`src/rtl/data_table_wr_arb.sv`:
```
// Hash-table data RAM write port: round-robin arbiter over CH_CNT engines plus a zeroing clear sweep.
// Latency: grant/step to RAM write is one cycle; requests stall while clearing, and the sweep stalls on free_ptr_ready_i.
module data_table_wr_arb #(
    parameter int D_WIDTH     = 64,
    parameter int A_WIDTH     = 10,
    parameter int CH_CNT      = 3,
    parameter int FREE_PTR_EN = 1
) (
    input  logic                        clk_i,
    input  logic                        rst_n_i,
    input  logic [CH_CNT-1:0]           wr_req_i,
    input  logic [CH_CNT*A_WIDTH-1:0]   wr_addr_i,
    input  logic [CH_CNT*D_WIDTH-1:0]   wr_data_i,
    output logic [CH_CNT-1:0]           wr_ack_o,
    input  logic                        clear_run_i,
    output logic                        clear_busy_o,
    output logic                        clear_done_o,
    output logic [A_WIDTH-1:0]          ram_wr_addr_o,
    output logic [D_WIDTH-1:0]          ram_wr_data_o,
    output logic                        ram_wr_en_o,
    output logic [A_WIDTH-1:0]          free_ptr_o,
    output logic                        free_ptr_val_o,
    input  logic                        free_ptr_ready_i
);

    localparam int RW = (CH_CNT > 1) ? $clog2(CH_CNT) : 1;

    typedef enum logic {
        IDLE  = 1'b0,
        CLEAR = 1'b1
    } state_t;

    state_t             state, state_nxt;
    logic [A_WIDTH-1:0] clear_addr, clear_addr_nxt;
    logic [RW-1:0]      rr_ptr, rr_nxt;
    logic               step;
    logic               last_addr;

    logic               gnt_vld;
    logic [RW-1:0]      gnt_idx;
    logic               hi_vld, lo_vld;
    logic [RW-1:0]      hi_idx, lo_idx;
    logic [A_WIDTH-1:0] gnt_addr;
    logic [D_WIDTH-1:0] gnt_data;

    assign clear_busy_o   = (state == CLEAR);
    assign free_ptr_o     = (FREE_PTR_EN != 0) ? clear_addr : '0;
    assign free_ptr_val_o = clear_busy_o && (FREE_PTR_EN != 0);
    assign step           = clear_busy_o && ((FREE_PTR_EN == 0) || free_ptr_ready_i);
    assign last_addr      = (clear_addr == {A_WIDTH{1'b1}});

    // A clear_run_i pulse mid-sweep restarts from address 0 without leaving CLEAR.
    always_comb begin
        state_nxt      = state;
        clear_addr_nxt = clear_addr;
        case (state)
            IDLE: begin
                if (clear_run_i) begin
                    state_nxt      = CLEAR;
                    clear_addr_nxt = '0;
                end
            end
            CLEAR: begin
                if (clear_run_i) begin
                    clear_addr_nxt = '0;
                end else if (step) begin
                    clear_addr_nxt = clear_addr + 1'b1;
                    if (last_addr) begin
                        state_nxt = IDLE;
                    end
                end
            end
            default: state_nxt = IDLE;
        endcase
    end

    // Lowest requester at or above rr_ptr wins; otherwise wrap to the lowest requester overall.
    always_comb begin
        hi_vld   = 1'b0;
        hi_idx   = '0;
        lo_vld   = 1'b0;
        lo_idx   = '0;
        gnt_vld  = 1'b0;
        gnt_idx  = '0;
        wr_ack_o = '0;
        gnt_addr = '0;
        gnt_data = '0;
        rr_nxt   = rr_ptr;
        for (int k = CH_CNT - 1; k >= 0; k--) begin
            if (wr_req_i[k]) begin
                if (k >= int'(rr_ptr)) begin
                    hi_vld = 1'b1;
                    hi_idx = RW'(k);
                end
                lo_vld = 1'b1;
                lo_idx = RW'(k);
            end
        end
        if ((state == IDLE) && !clear_run_i && lo_vld) begin
            gnt_vld           = 1'b1;
            gnt_idx           = hi_vld ? hi_idx : lo_idx;
            wr_ack_o[gnt_idx] = 1'b1;
            gnt_addr          = wr_addr_i[gnt_idx*A_WIDTH +: A_WIDTH];
            gnt_data          = wr_data_i[gnt_idx*D_WIDTH +: D_WIDTH];
            rr_nxt            = (gnt_idx == RW'(CH_CNT - 1)) ? '0 : gnt_idx + 1'b1;
        end
    end

    always_ff @(posedge clk_i) begin
        if (!rst_n_i) begin
            state         <= IDLE;
            clear_addr    <= '0;
            rr_ptr        <= '0;
            ram_wr_en_o   <= 1'b0;
            ram_wr_addr_o <= '0;
            ram_wr_data_o <= '0;
            clear_done_o  <= 1'b0;
        end else begin
            state        <= state_nxt;
            clear_addr   <= clear_addr_nxt;
            clear_done_o <= step && last_addr && !clear_run_i;
            if (step) begin
                ram_wr_en_o   <= 1'b1;
                ram_wr_addr_o <= clear_addr;
                ram_wr_data_o <= '0;
            end else if (gnt_vld) begin
                ram_wr_en_o   <= 1'b1;
                ram_wr_addr_o <= gnt_addr;
                ram_wr_data_o <= gnt_data;
                rr_ptr        <= rr_nxt;
            end else begin
                ram_wr_en_o <= 1'b0;
            end
        end
    end

endmodule
```
`config.mk`:
```
export PLATFORM = sky130hd
export DESIGN_NAME = data_table_wr_arb
export DESIGN_NICKNAME = d
export VERILOG_FILES = /design/src/rtl/data_table_wr_arb.sv
export SDC_FILE = /design/constraint.sdc
export NUM_CORES = 1
export LEC_CHECK = 0
export CAP_MARGIN = 25
export CORE_AREA = 2 2 123 125
export CTS_CLUSTER_SIZE = 8
export DETAILED_ROUTE_END_ITERATION = 12
export DIE_AREA = 0 0 125 127
export PLACE_DENSITY_LB_ADDON = 0.12
export SYNTH_ARGS = -nofsm -noshare
export SYNTH_HDL_FRONTEND = slang
export SYNTH_SLANG_ARGS = --single-unit
```
`constraint.sdc`:
```
create_clock -name clk_i -period 2.6 [get_ports clk_i]
set_input_delay 0.39 -clock clk_i [delete_from_list [all_inputs] [get_ports clk_i]]
set_output_delay 0.39 -clock clk_i [all_outputs]
set_load 0.01 [all_outputs]
```
* Yosys cells after proc, flatten, opt, wreduce, memory -nomap -nowiden *
Index checks and enable logic that the tools add are counted.

operators by class
  $add $sub $neg = 2
  multiply operators = 1
  magnitude comparators = 5
  eq/ne operators = 4
  shifts and indexed selects = 2
  muxes and demuxes = 39
  bitwise gates (word level) = 3
  reductions and logical operators = 11

operators by type and width
  kind                                                                          number
  192-bit by 9-bit variable part select with 64-bit output                      1
  64-bit two-way mux                                                            1
  10-bit two-way mux                                                            6
  30-bit by 7-bit variable part select with 10-bit output                       1
  2-bit two-way mux                                                             11
  10-bit one-hot mux with 2 select lines                                        1
  1-bit two-way mux                                                             17
  10-bit by 1-bit adder with 10-bit output, second input constant               1
  10-bit equality test, second input constant                                   1
  1-bit logical AND                                                             6
  2-bit by 3-bit multiplier with 5-bit output, second input constant            1
  1-bit by 2-bit >= comparator with 1-bit output, first input constant          2
  2-bit by 3-bit less-than comparator with 1-bit output, second input constant  1
  3-bit two-way mux                                                             1
  3-bit by 2-bit inequality test with 1-bit output, second input constant       1
  1-bit NOT                                                                     3
  3-bit AND reduction                                                           1
  2-bit by 1-bit adder with 2-bit output, second input constant                 1
  1-bit demux with 2-bit select                                                 1
  2-bit equality test, second input constant                                    1
  2-bit by 1-bit >= comparator with 1-bit output, second input constant         1
  2-bit >= comparator, first input constant                                     1
  2-bit inequality test, second input constant                                  1
  1-bit one-hot mux with 2 select lines                                         1
  4 further kinds                                                               4

storage, ports and cells
  bits in registers = 89
  bits of input ports = 229
  output and inout bits = 91
  logic and storage cells = 74

* Logic depth before layout (Yosys ltp) *
  depth after elaboration = 13
  mapped depth = 9
  depth with buffers taken out = 5

* Worst setup path before layout *
OpenSTA, ideal clock, no wires.

  path type = input port to flip-flop
  start = in wr_req_i[0]
  end = reg ram_wr_data_o[10]
  library setup time = 122 ps
  data arrival time = 2015 ps
  data required time = 2478 ps
  slack = 464 ps
  stages on the path = 9
  path buffers = 5
  cells stage by stage = or3_1 buf_2 and3_1 buf_6 and2_1 clkbuf_2 buf_6 buf_6 a221o_1

on the way
  longest elaborated chain between the ends = 4
  elaborated cells between the ends (all ways) = 9
  those cells by class = 1 x shift; 7 x mux; 1 x reduce/logical

RTL lines
  element                                                   line  RTL
  start: declaration                                        11    input logic [CH_CNT-1:0] wr_req_i,
  2-bit two-way mux or 1-bit two-way mux (tied branches)    90    if (wr_req_i[k]) begin
  2-bit two-way mux                                         101   gnt_idx = hi_vld ? hi_idx : lo_idx;
  192-bit by 9-bit variable part select with 64-bit output  104   gnt_data = wr_data_i[gnt_idx*D_WIDTH +: D_WIDTH];
  64-bit two-way mux                                        99    if ((state == IDLE) && !clear_run_i && lo_vld) begin
  end signal: assignment                                    129   ram_wr_data_o <= gnt_data;
  end: declaration                                          19    output logic [D_WIDTH-1:0] ram_wr_data_o,

Parallel ways exist; a longest one is shown, timed or not.
A chain may end at the register's enable or synchronous reset.

* Worst setup path after layout *
  start = in wr_req_i[2]
  end = out wr_ack_o[1]

on the way
  longest elaborated chain between the ends = 11
  elaborated cells between the ends (all ways) = 24
  those cells by class = 2 x order compare; 20 x mux; 2 x reduce/logical

RTL lines
  element                                                                                                                                        line  RTL
  2-bit two-way mux or 1-bit two-way mux (tied branches)                                                                                         90
  2-bit two-way mux or 1-bit two-way mux (tied branches)                                                                                         91    if (k >= int'(rr_ptr)) begin
  2-bit two-way mux or 1-bit two-way mux (tied branches)                                                                                         90
  2-bit two-way mux or 1-bit two-way mux (tied branches)                                                                                         91
  2-bit two-way mux or 1-bit two-way mux (tied branches)                                                                                         90
  2-bit two-way mux                                                                                                                              101
  2-bit by 3-bit less-than comparator with 1-bit output (not written as such) or 2-bit by 1-bit >= comparator with 1-bit output (tied branches)  102   wr_ack_o[gnt_idx] = 1'b1;
  1-bit logical AND (not written as such)                                                                                                        102
  1-bit two-way mux (not written as such)                                                                                                        102
  1-bit demux with 2-bit select                                                                                                                  102
  3-bit two-way mux *                                                                                                                            99
  end: declaration                                                                                                                               14    output logic [CH_CNT-1:0] wr_ack_o,

Every way passes the cells marked *; elsewhere a longest branch is shown, timed or not.

==> summary.md <==
| Metric | Value |
|---|---|
| Status | finished, final reports clean |
| Mean Syn Cell Area | 10.38 µm² |
| # diodes | 0 |
| Via density | ~5.4 |
| Dpl hpwl | 13190 µm |
| Power Dens Cells | 472.2 nW/µm² |
| Vias in the first global route | 4891 |
| Cell variety after synth | 39 |
| Final hold violation count | 0 |
| Synthesized area | slightly above 4000 µm² |
| CP Class | in -> out |
| CTS tree | built |
| Vias | 4768 |
| Share of cells above drive strength 1 | 7.112% |
| Maximum vdd drop | 0.2699 mV |
| Crit-path cells | clkdlybuf4s50_1, or3_1, and2_1, nand2_1, inv_1, clkdlybuf4s50_1 |
| Root Buffer | clkbuf_16 |
| Worst Setup End Kind | output pin |
| Postcts setup bufs | 0 |
| Yosys reg bits | 89 |
| DRC | 0 |
| Final core area utilization | 54.03% |
| Most frequent cells in the layout | clkdlybuf4s50_1, dfxtp_1, a32o_1, a221o_1, a221oi_1 |
| First-pass iteration count of the detailed router | 5 |
| Reg2reg end | ram_wr_data_o[38] |
| TritonCTS Sinks | 89 |
| # nets final | 929 |
| Critical Path Most Common Cell | clkdlybuf4s50_1 |
| Final GP Congestion | roughly 0.9 |
| Routed wire per std cell | 19.88 µm |
| Grt total ovfl | 0 |
| Crit path required time | around 2200 ps |
| Cells on worst reg2reg path | 6 |
| Initial core utilization | around 28% |
| Crit share post-route | 95.16% |
| Yosys warnings | 0 |
| Synth area leaders | dfxtp_1, a221o_1, a32o_1 |
| Min-Delay Endpoint | ram_wr_data_o[56] |
| Dominant synthesized flop cell | dfxtp_1 |
| Tmin final | 2474 ps |
| Syn nets | roughly 620 |
| Design Area, Final | 7794 µm² |
| Clk slew on worst S/H paths | 60 ps |
| Worst endpoint data arrival time | about 2100 ps |
| PortBufs | 319 |
| Die X | 125 µm |
| Hold Path Depth | 2 |
| Finish-stage setup viols | 0 |
| Hold path startpoint | ram_wr_data_o[56] |
| Reg2Reg Setup Slack | 620 ps |
| Htree depth | 3 |
| Pin count of the biggest net entering global routing | 54 |
| CP startpoint kind | input port |
| Sequential share of the synthesized area | 43.80% |
| Core region area | 14420 µm² |
| Cells after Synth | between 300 and 400 |
| Cell Rows | between 40 and 50 |
| Commonest non-fill, non-tap cell in the layout | clkdlybuf4s50_1 |
| Max_cap viols | 0 |
| Hold Crit Class | reg -> reg |
| EDFF count, synth | 0 |
| Slew @ Worst Pin | 652.5 ps |
| Worst r2r src | rr_ptr[1] |
| First-pass GRT wire length | roughly 27000 µm |
| Antenna-violating nets left | 0 |
| Crit-path max FO | 5 |
| Top cell type's share of synthesized area | approximately 44% |
| Area growth syn-to-layout | 91.60% |
| Crit-path max cell delay | 480 ps |
| Die Ht | 127 µm |
| CP bufs+invs | 3 |
| Unrepaired setup endpoints after global routing | false |
| Drt total wl | 17630 µm |
| CTS resizes | 0 |
| Leak pwr | 2.783 nW |
| Initial antenna violation count | 0 |
| 1st-iter DRT viols | 260 |
| Hold_buf cts | 0 |
| I/O Pins | 320 |
| Setup TNS | 0 ps |
| Clock skew | 5.799 ps |
| CP top delay family | buffers and inverters |
| Die area | around 16000 µm² |
| Leading area contributor after synthesis | dfxtp_1 |
| Max Slew Vio Count | 0 |
| Worst slew margin | 56.50% |
| Max frequency | 404.2 MHz |
| Tot GR Track Use | 21.08% |
| Clk_lat worst skew | about 340 ps |
| Area post-placement | between 7000 and 8000 µm² |
| Crit-path slowest cell | clkdlybuf4s50_1 |
| Async SR Flop Fraction | 0% |
| Clock buffer depth | 2 |
| CTS Buf Count | 9 |
stage by stage:
stage | setup slack, ps | cells | total power, W | hold slack, ps
3_3_place_gp | 152.6 | 872 | 0.002510 | 502.5
4_1_cts | 127.1 | 887 | 0.003727 | 518.4
3_5_place_dp | 111.7 | 872 | 0.002523 | 509.8
5_1_grt | 50.84 | 887 | 0.003846 | 545.5
6_report | 125.8 | 887 | 0.003680 | 516.2
2_1_floorplan | 463.7 | 392 | 0.001855 | 490.5
Yosys cell counts, types with 4 or more instances:
library cell and instances:
nor2_1 14, xor2_1 4, buf_6 4, a32o_1 53
and2_1 4, o21ai_0 17, o2bb2ai_1 14, clkbuf_1 35
and3_1 4, mux2_2 8, nand4_1 4, nand2_1 16
a221oi_1 23, o21ai_1 5, dfxtp_1 89, a221o_1 53
a21oi_1 13
cells by family after synthesis:
logic type / synth area share (%)
AOI/OAI and AO/OA: 39.86
DFF: 43.80
and+or+nand+nor: 6.613
buffers and inverters: 5.198
muxes: 2.707
xor gates and xnor gates: 1.507
adders and majority gates: 0.3075
routing by layer:
layer  vias up  GRT usage [%]  part of all wire [%]
li1       2249              -                     -
met1      2248          23.33                    38
met2       246          36.99                    49
met3        25          8.040                    10
met4         0          7.647                   2.3
met5         -              0                     0
worst min-delay path: cells and delay by family (launching register included):
family             cells  cell delay [ps]
AOI/OAI and AO/OA      2              160
DFF                    1              310
where the power goes:
part           internal [W]  switching [W]  total (W)
logic              0.000619       0.000352   0.000971
registers           0.00146      0.0000541    0.00152
clock network      0.000662       0.000530    0.00119
flip-flops by register name, summed over array words and instances (netlist names):
name           cells
ram_wr_addr_o     10
ram_wr_en_o        1
rr_ptr             2
ram_wr_data_o     64
clear_busy_o       1
clear_done_o       1
free_ptr_o        10
cell type report:
class                      count  area (µm²)
inverter                       2       7.507
timing repair buffer         340        3426
tap                          184       230.2
sequential                    89        1782
fill                        1307        6630
clock inverter                 4       20.02
clock buffer                  11       242.7
multi-input combinational    257        2086
worst max-delay path by stage:
| stage | start | endpoint | slack, ps | cells past startpoint |
|---|---|---|---|---|
| 2_1_floorplan | wr_req_i[0] | ram_wr_data_o[10] | 460 | 9 |
| 3_3_place_gp | wr_req_i[2] | wr_ack_o[1] | 150 | 6 |
| 3_5_place_dp | wr_req_i[2] | ram_wr_data_o[55] | 110 | 6 |
| 4_1_cts | wr_req_i[2] | wr_ack_o[1] | 130 | 6 |
| 5_1_grt | wr_req_i[2] | wr_ack_o[1] | 50 | 6 |
| 6_report | wr_req_i[2] | wr_ack_o[1] | 130 | 6 |
Note: power is estimated with default switching activity, not from simulation.
